--- src/rtl/spike_event_arbiter_if.sv ---
// Event handshake between the spike arbiter (master) and the shared STDP update engine (slave).
interface spike_event_arbiter_if #(
    parameter int ID_W = 2,
    parameter int TS_W = 8
);
    logic            ev_valid;
    logic            ev_ready;
    logic [ID_W-1:0] ev_id;
    logic [TS_W-1:0] ev_ts;

    modport master (output ev_valid, ev_id, ev_ts, input ev_ready);
    modport slave  (input ev_valid, ev_id, ev_ts, output ev_ready);
endinterface

--- src/rtl/spike_event_arbiter.sv ---
// Round-robin arbiter that funnels timestamped spike events from N_SRC neurons
// into one STDP update engine through a valid/ready port.

module spike_event_lane #(
    parameter int TS_W = 8
) (
    input  logic            clk,
    input  logic            reset,
    input  logic            cap,
    input  logic            clr,
    input  logic            ovf_clr,
    input  logic [TS_W-1:0] ts_cnt,
    output logic            pending,
    output logic [TS_W-1:0] ts_lat,
    output logic            ovf,
    output logic            drop
);
    // The slot retired by this cycle's handshake can take a new spike at once.
    assign drop = cap && pending && !clr;

    always_ff @(posedge clk) begin
        if (reset) begin
            pending <= 1'b0;
            ts_lat  <= '0;
            ovf     <= 1'b0;
        end else begin
            if (cap && (!pending || clr)) begin
                pending <= 1'b1;
                ts_lat  <= ts_cnt;
            end else if (clr) begin
                pending <= 1'b0;
            end
            if (drop)         ovf <= 1'b1;
            else if (ovf_clr) ovf <= 1'b0;
        end
    end
endmodule

module spike_event_arbiter #(
    parameter int N_SRC = 4,
    parameter int ID_W  = $clog2(N_SRC),
    parameter int TS_W  = 8
) (
    input  logic                  clk,
    input  logic                  reset,
    input  logic                  ena,
    input  logic [N_SRC-1:0]      spike_in,
    input  logic                  ovf_clr,
    spike_event_arbiter_if.master ev,
    output logic [N_SRC-1:0]      ovf_flags,
    output logic [7:0]            drop_cnt,
    output logic                  busy
);
    typedef enum logic {IDLE, OFFER} state_t;
    state_t state, state_nxt;

    logic [TS_W-1:0]             ts_cnt;
    logic [ID_W-1:0]             rr_ptr;
    logic [N_SRC-1:0]            pending, drop, clr;
    logic [N_SRC-1:0][TS_W-1:0]  ts_lat;
    logic                        hs;
    logic                        found;
    logic [ID_W-1:0]             pick;
    logic [ID_W:0]               wrap_sum;
    logic [3:0]                  n_drop;
    logic [8:0]                  drop_sum;
    logic [7:0]                  drop_nxt;

    assign hs   = ev.ev_valid && ev.ev_ready;
    assign busy = (|pending) || ev.ev_valid;

    for (genvar i = 0; i < N_SRC; i++) begin : g_lane
        assign clr[i] = hs && (ev.ev_id == ID_W'(i));
        spike_event_lane #(.TS_W(TS_W)) u_lane (
            .clk     (clk),
            .reset   (reset),
            .cap     (ena && spike_in[i]),
            .clr     (clr[i]),
            .ovf_clr (ovf_clr),
            .ts_cnt  (ts_cnt),
            .pending (pending[i]),
            .ts_lat  (ts_lat[i]),
            .ovf     (ovf_flags[i]),
            .drop    (drop[i])
        );
    end

    // First pending source at or above rr_ptr, wrapping past N_SRC-1.
    always_comb begin
        found    = 1'b0;
        pick     = '0;
        wrap_sum = '0;
        for (int k = 0; k < N_SRC; k++) begin
            wrap_sum = {1'b0, rr_ptr} + (ID_W+1)'(k);
            if (wrap_sum >= (ID_W+1)'(N_SRC)) wrap_sum = wrap_sum - (ID_W+1)'(N_SRC);
            if (!found && pending[wrap_sum[ID_W-1:0]]) begin
                found = 1'b1;
                pick  = wrap_sum[ID_W-1:0];
            end
        end
    end

    // A clear in the same cycle as drops restarts the count from those drops.
    always_comb begin
        n_drop = '0;
        for (int k = 0; k < N_SRC; k++) n_drop = n_drop + 4'(drop[k]);
        drop_sum = (ovf_clr ? 9'd0 : {1'b0, drop_cnt}) + 9'(n_drop);
        drop_nxt = drop_sum[8] ? 8'hFF : drop_sum[7:0];
    end

    always_comb begin
        state_nxt = state;
        case (state)
            IDLE:    if (found) state_nxt = OFFER;
            OFFER:   if (ev.ev_ready) state_nxt = IDLE;
            default: state_nxt = IDLE;
        endcase
    end

    always_ff @(posedge clk) begin
        if (reset) begin
            state       <= IDLE;
            rr_ptr      <= '0;
            ts_cnt      <= '0;
            drop_cnt    <= '0;
            ev.ev_valid <= 1'b0;
            ev.ev_id    <= '0;
            ev.ev_ts    <= '0;
        end else begin
            state    <= state_nxt;
            drop_cnt <= drop_nxt;
            if (ena) ts_cnt <= ts_cnt + TS_W'(1);
            if (state == IDLE && found) begin
                ev.ev_valid <= 1'b1;
                ev.ev_id    <= pick;
                ev.ev_ts    <= ts_lat[pick];
            end else if (state == OFFER && hs) begin
                ev.ev_valid <= 1'b0;
                rr_ptr      <= (ev.ev_id == ID_W'(N_SRC-1)) ? '0 : ev.ev_id + ID_W'(1);
            end
        end
    end
endmodule

--- src/flat_wrapper.sv ---
// flat-port wrapper written by rule: the top's interface ports become plain ports
module spike_event_arbiter_flat 
#(
    parameter int N_SRC = 4,
    parameter int ID_W  = $clog2(N_SRC),
    parameter int TS_W  = 8
)
  (clk, reset, ena, spike_in, ovf_clr, ovf_flags, drop_cnt, busy, ev_ev_valid, ev_ev_id, ev_ev_ts, ev_ev_ready);
  spike_event_arbiter_if #(.ID_W(ID_W), .TS_W(TS_W)) ev_i ();
  input  logic clk;
  input  logic reset;
  input  logic ena;
  input  logic [N_SRC-1:0] spike_in;
  input  logic ovf_clr;
  output logic [N_SRC-1:0] ovf_flags;
  output logic [7:0] drop_cnt;
  output logic busy;
  output wire logic [$bits(ev_i.ev_valid)-1:0] ev_ev_valid;
  output wire logic [$bits(ev_i.ev_id)-1:0] ev_ev_id;
  output wire logic [$bits(ev_i.ev_ts)-1:0] ev_ev_ts;
  input wire logic [$bits(ev_i.ev_ready)-1:0] ev_ev_ready;
  assign ev_ev_valid = ev_i.ev_valid;
  assign ev_ev_id = ev_i.ev_id;
  assign ev_ev_ts = ev_i.ev_ts;
  assign ev_i.ev_ready = ev_ev_ready;
  spike_event_arbiter #(.N_SRC(N_SRC), .ID_W(ID_W), .TS_W(TS_W)) u_core (.clk(clk), .reset(reset), .ena(ena), .spike_in(spike_in), .ovf_clr(ovf_clr), .ev(ev_i), .ovf_flags(ovf_flags), .drop_cnt(drop_cnt), .busy(busy));
endmodule
--- config.mk ---
export PLATFORM = sky130hd
export DESIGN_NAME = spike_event_arbiter_flat
export DESIGN_NICKNAME = d
export VERILOG_FILES = /design/src/rtl/spike_event_arbiter_if.sv /design/src/rtl/spike_event_arbiter.sv /design/src/flat_wrapper.sv
export SDC_FILE = /design/constraint.sdc
export NUM_CORES = 1
export LEC_CHECK = 0
export BUFFER_PORTS_ARGS = -buffer_cell sky130_fd_sc_hd__buf_4
export CAP_MARGIN = 20
export CELL_PAD_IN_SITES_DETAIL_PLACEMENT = 0
export CELL_PAD_IN_SITES_GLOBAL_PLACEMENT = 2
export CORE_MARGIN = 1.5
export CORE_UTILIZATION = 36
export CTS_CLUSTER_DIAMETER = 30
export DETAILED_ROUTE_END_ITERATION = 8
export PLACE_DENSITY_LB_ADDON = 0.1
export SYNTH_ARGS = -nofsm -noshare
export SYNTH_HDL_FRONTEND = slang
export SYNTH_SLANG_ARGS = --single-unit
--- constraint.sdc ---
create_clock -name clk -period 4.4 [get_ports clk]
set_clock_uncertainty 0.05 [all_clocks]
set_input_delay 0.22 -clock clk [delete_from_list [all_inputs] [get_ports clk]]
set_output_delay 0.22 -clock clk [all_outputs]
set_load 0.03 [all_outputs]
==> flow_summary.yaml <==
outcome:
  status: "complete, no violations"
placement:
  io_buffers: 32
  dp_hpwl_um: 4810
  gp_congestion: 0.761
  dp_cells: 447
routing:
  drt_iter0_drc: 77
  drc_errors: 0
  ant_nets: 0
  routed_wl_um: 7140
  vias: 2302
  viasPerCell: 4.97
  firstDrtPassIters: 4
  wl_per_cell_um: 15.4
power:
  power_frac_clock: 0.417
  p_switching_uw: 361
  p_int_mw: 1.03
  ir_worst_vdd_mv: 0.199
  p_seq_frac: 0.479
  p_total_mw: 1.39
  p_leak_nw: 1.51
  swShare: 0.260
  p_per_area_mw_per_mm2: 382
  pwr-share-comb: 0.104
critical_path:
  reg2reg_depth: 14
  crit_type: "register to register"
  cp-startpoint: "u_core.ev.ev_id[0]"
  worst_path_largest_cell_delay_ns: 0.47
  crit_end: "u_core.drop_cnt[4]"
  crit_fanout: 6
  arrival_ns: 3.75
  crit_required_ns: 4.55
  ff2ff_setup_slack_ns: 0.81
  end_kind: "register"
  worst_path_max_delay_cell: "fa_1"
  r2r-end: "u_core.drop_cnt[4]"
  crit_chain: "inv_1 -> ha_1 -> nand3_1 -> nand2_1 -> nor2_1 -> ha_1 -> fa_1 -> ha_1 -> fa_1 -> a21oi_1 -> nor2_1 -> nand4_1 -> a21boi_0 -> nor2_1"
  rr_startpoint: "u_core.ev.ev_id[0]"
  critPathLaunchType: "register"
die:
  dieArea_mm2: 0.00926
  dieHeight_um: 96.2
  fp.dieW_um: 96.2
  ioPinCount: 33
  start_util: 0.377
  coreArea_mm2: 0.00830
  placementRows: 33
yosys:
  postSynthAreaPerCell_um2: 9.63
  yosys.area_share.xor_xnor: 0.0252
  synth-simple-area-share: 0.156
  synth_compound_area_frac: 0.103
  synth.mux.area_fraction: 0.174
  synth_top_area_share: 0.448
  yosysTopAreaCell: "dfxtp_1"
  synth_top_family_by_area: "multiplexers"
  yosysSeqAreaShare: 0.448
  synth_seq_cells: 70
  synthAdderAreaFrac: 0.0528
  syn_inst: 325
  ys.warnings.count: 0
  synth_nets: 346
  synth_area_mm2: 0.00313
  synth_cell_types: 40
  synthTopCellsByArea: "dfxtp_1 (45%), mux2i_1 (17%), nor2_1 (7.1%)"
layout:
  final_layout_size_suffix_gt1_frac: 0.159
  final_nets: 374
  n_antenna_cell: 0
  seq_area_mm2: 0.00140
  fillerInstances: 840
  layout_commonest_cell: "dfxtp_1"
  area_growth_pct: 16.0
  fin_util: 0.437
  multiInputGateArea_mm2: 0.00160
  finalNonFillerCells: 463
  layout_common_cells: "dfxtp_1 (70), nor2_1 (59), mux2i_1 (52)"
timing:
  finalHoldViolations: 0
  slew_viol_final: 0
  worst_pin_slew_ns: 0.814
  rsz0062_at_grt: "no"
  maxSlewHeadroom: 0.457
  tns_ns: 0
  setup_viol: 0
  finalCriticalPeriod_ns: 3.59
  period_share: 0.817
  max_freq_mhz: 278
clocking:
  clockRootBuffer: "clkbuf_8"
  clockBufferDepth: 2
  cts_tree: "done"
  cts_hold_buf: 0
  postCtsSetupBuffers: 0
  cts-buffers-inserted: 9
  clk_latency_ns: 0.34
  cts_resized: 0
  htreeDepth: 3
  cts.sinks: 70
  path_clk_slew_ns: 0.08
global_routing:
  grt_max_degree: 67
  grt_pass1_vias: 2270
  overflow: 0
  grt_usage: 0.169
  antenna_found_initial: 0
  grt_pass1_wl_um: 11600
min_path:
  hp-class: "input port to register"
  timing.hold.worst.start: "ev_ev_ready"
run:
  maxCapViolCount: 0
[cell families (layout without fill, tap and decap cells)]
group	count (synthesis)	in the layout
compound gates	49	49
buf+inv	24	57
mux	54	54
simple gates	107	107
xor+xnor	9	9
flops	70	70
fa+ha+maj	12	12
[cell type report]
class / count / area share
Clock buffer: 10 / 0.0352
Clock inverter: 6 / 0.0259
Inverter: 8 / 0.00827
Multi-Input combinational cell: 231 / 0.440
Sequential cell: 70 / 0.386
Tap cell: 105 / 0.0362
Timing Repair Buffer: 33 / 0.0683
[routing by layer]
layer,track usage,part of all wire,vias up
met5,0,0,-
met4,0.0368,0.0050,0
met3,0.0545,0.031,2
met2,0.285,0.49,30
met1,0.210,0.47,1097
li1,-,-,1173
[cell usage after synthesis]
master and number:
a211oi_1 1, a21boi_0 2, a21o_1 1, a21oi_1 19
a21oi_2 4, a2bb2oi_1 8, a311oi_1 2, and3_1 1
buf_1 2, buf_12 1, buf_2 1, buf_4 4
buf_6 1, clkbuf_1 7, dfxtp_1 70, fa_1 2
ha_1 10, inv_1 8, mux2_2 2, mux2i_1 52
nand2_1 16, nand2b_1 2, nand3_1 6, nand3b_1 1
nand4_1 4, nor2_1 59, nor2_8 1, nor2b_1 6
nor3_1 5, nor3b_1 1, nor4_1 1, o21ai_0 8
o21ai_1 2, o21ai_2 1, o221ai_2 1, or2b_1 2
or3_1 1, or3b_1 1, xnor2_1 4, xor2_1 5
[flip-flops by register name, summed over array words and instances (netlist names), 2 cells and up]
register,flops
u_core.drop_cnt,8
u_core.ev.ev_id,2
u_core.ev.ev_ts,8
u_core.g_lane.u_lane.ovf,4
u_core.g_lane.u_lane.pending,4
u_core.g_lane.u_lane.ts_lat,32
u_core.rr_ptr,2
u_core.ts_cnt,8
[worst max-delay path, delay by kind of cell, from the launching register on]
kind	cells	cell delay (ns)
AND/OR/NAND/NOR	6	0.77
AO/OA/AOI/OAI	2	0.47
flip-flops	1	0.40
adder cells (fa/ha/maj)	5	1.70
buffers and inverters	1	0.10
[worst min-delay path by stage]
stage | end | slack [ns] | cells after the start
2_1_floorplan | u_core.drop_cnt[6] | 0.25 | 1
3_3_place_gp | u_core.ev.ev_ts[5] | 0.41 | 2
3_5_place_dp | u_core.ev.ev_ts[5] | 0.41 | 2
4_1_cts | u_core.state | 0.05 | 2
5_1_grt | u_core.state | 0.04 | 2
6_report | u_core.state | 0.06 | 2
[power by group through the flow]
stage	sequential (mW)	combinational (mW)	clock (mW)
after floorplan	0.682	0.103	0
after global placement	0.680	0.147	0
after detailed placement	0.680	0.146	0
after CTS	0.665	0.147	0.597
after global routing	0.667	0.158	0.623
final	0.665	0.145	0.578
[metrics by stage]
stage	cell area, um^2	setup WS [ns]	hold slack [ns]
after floorplan	3130	0.907	0.249
after global routing	3630	0.534	0.0409
after global placement	3410	0.889	0.408
after CTS	3630	0.788	0.0498
after detailed placement	3410	0.806	0.413
final	3630	0.806	0.0618
(Power assumes the default switching activity.)
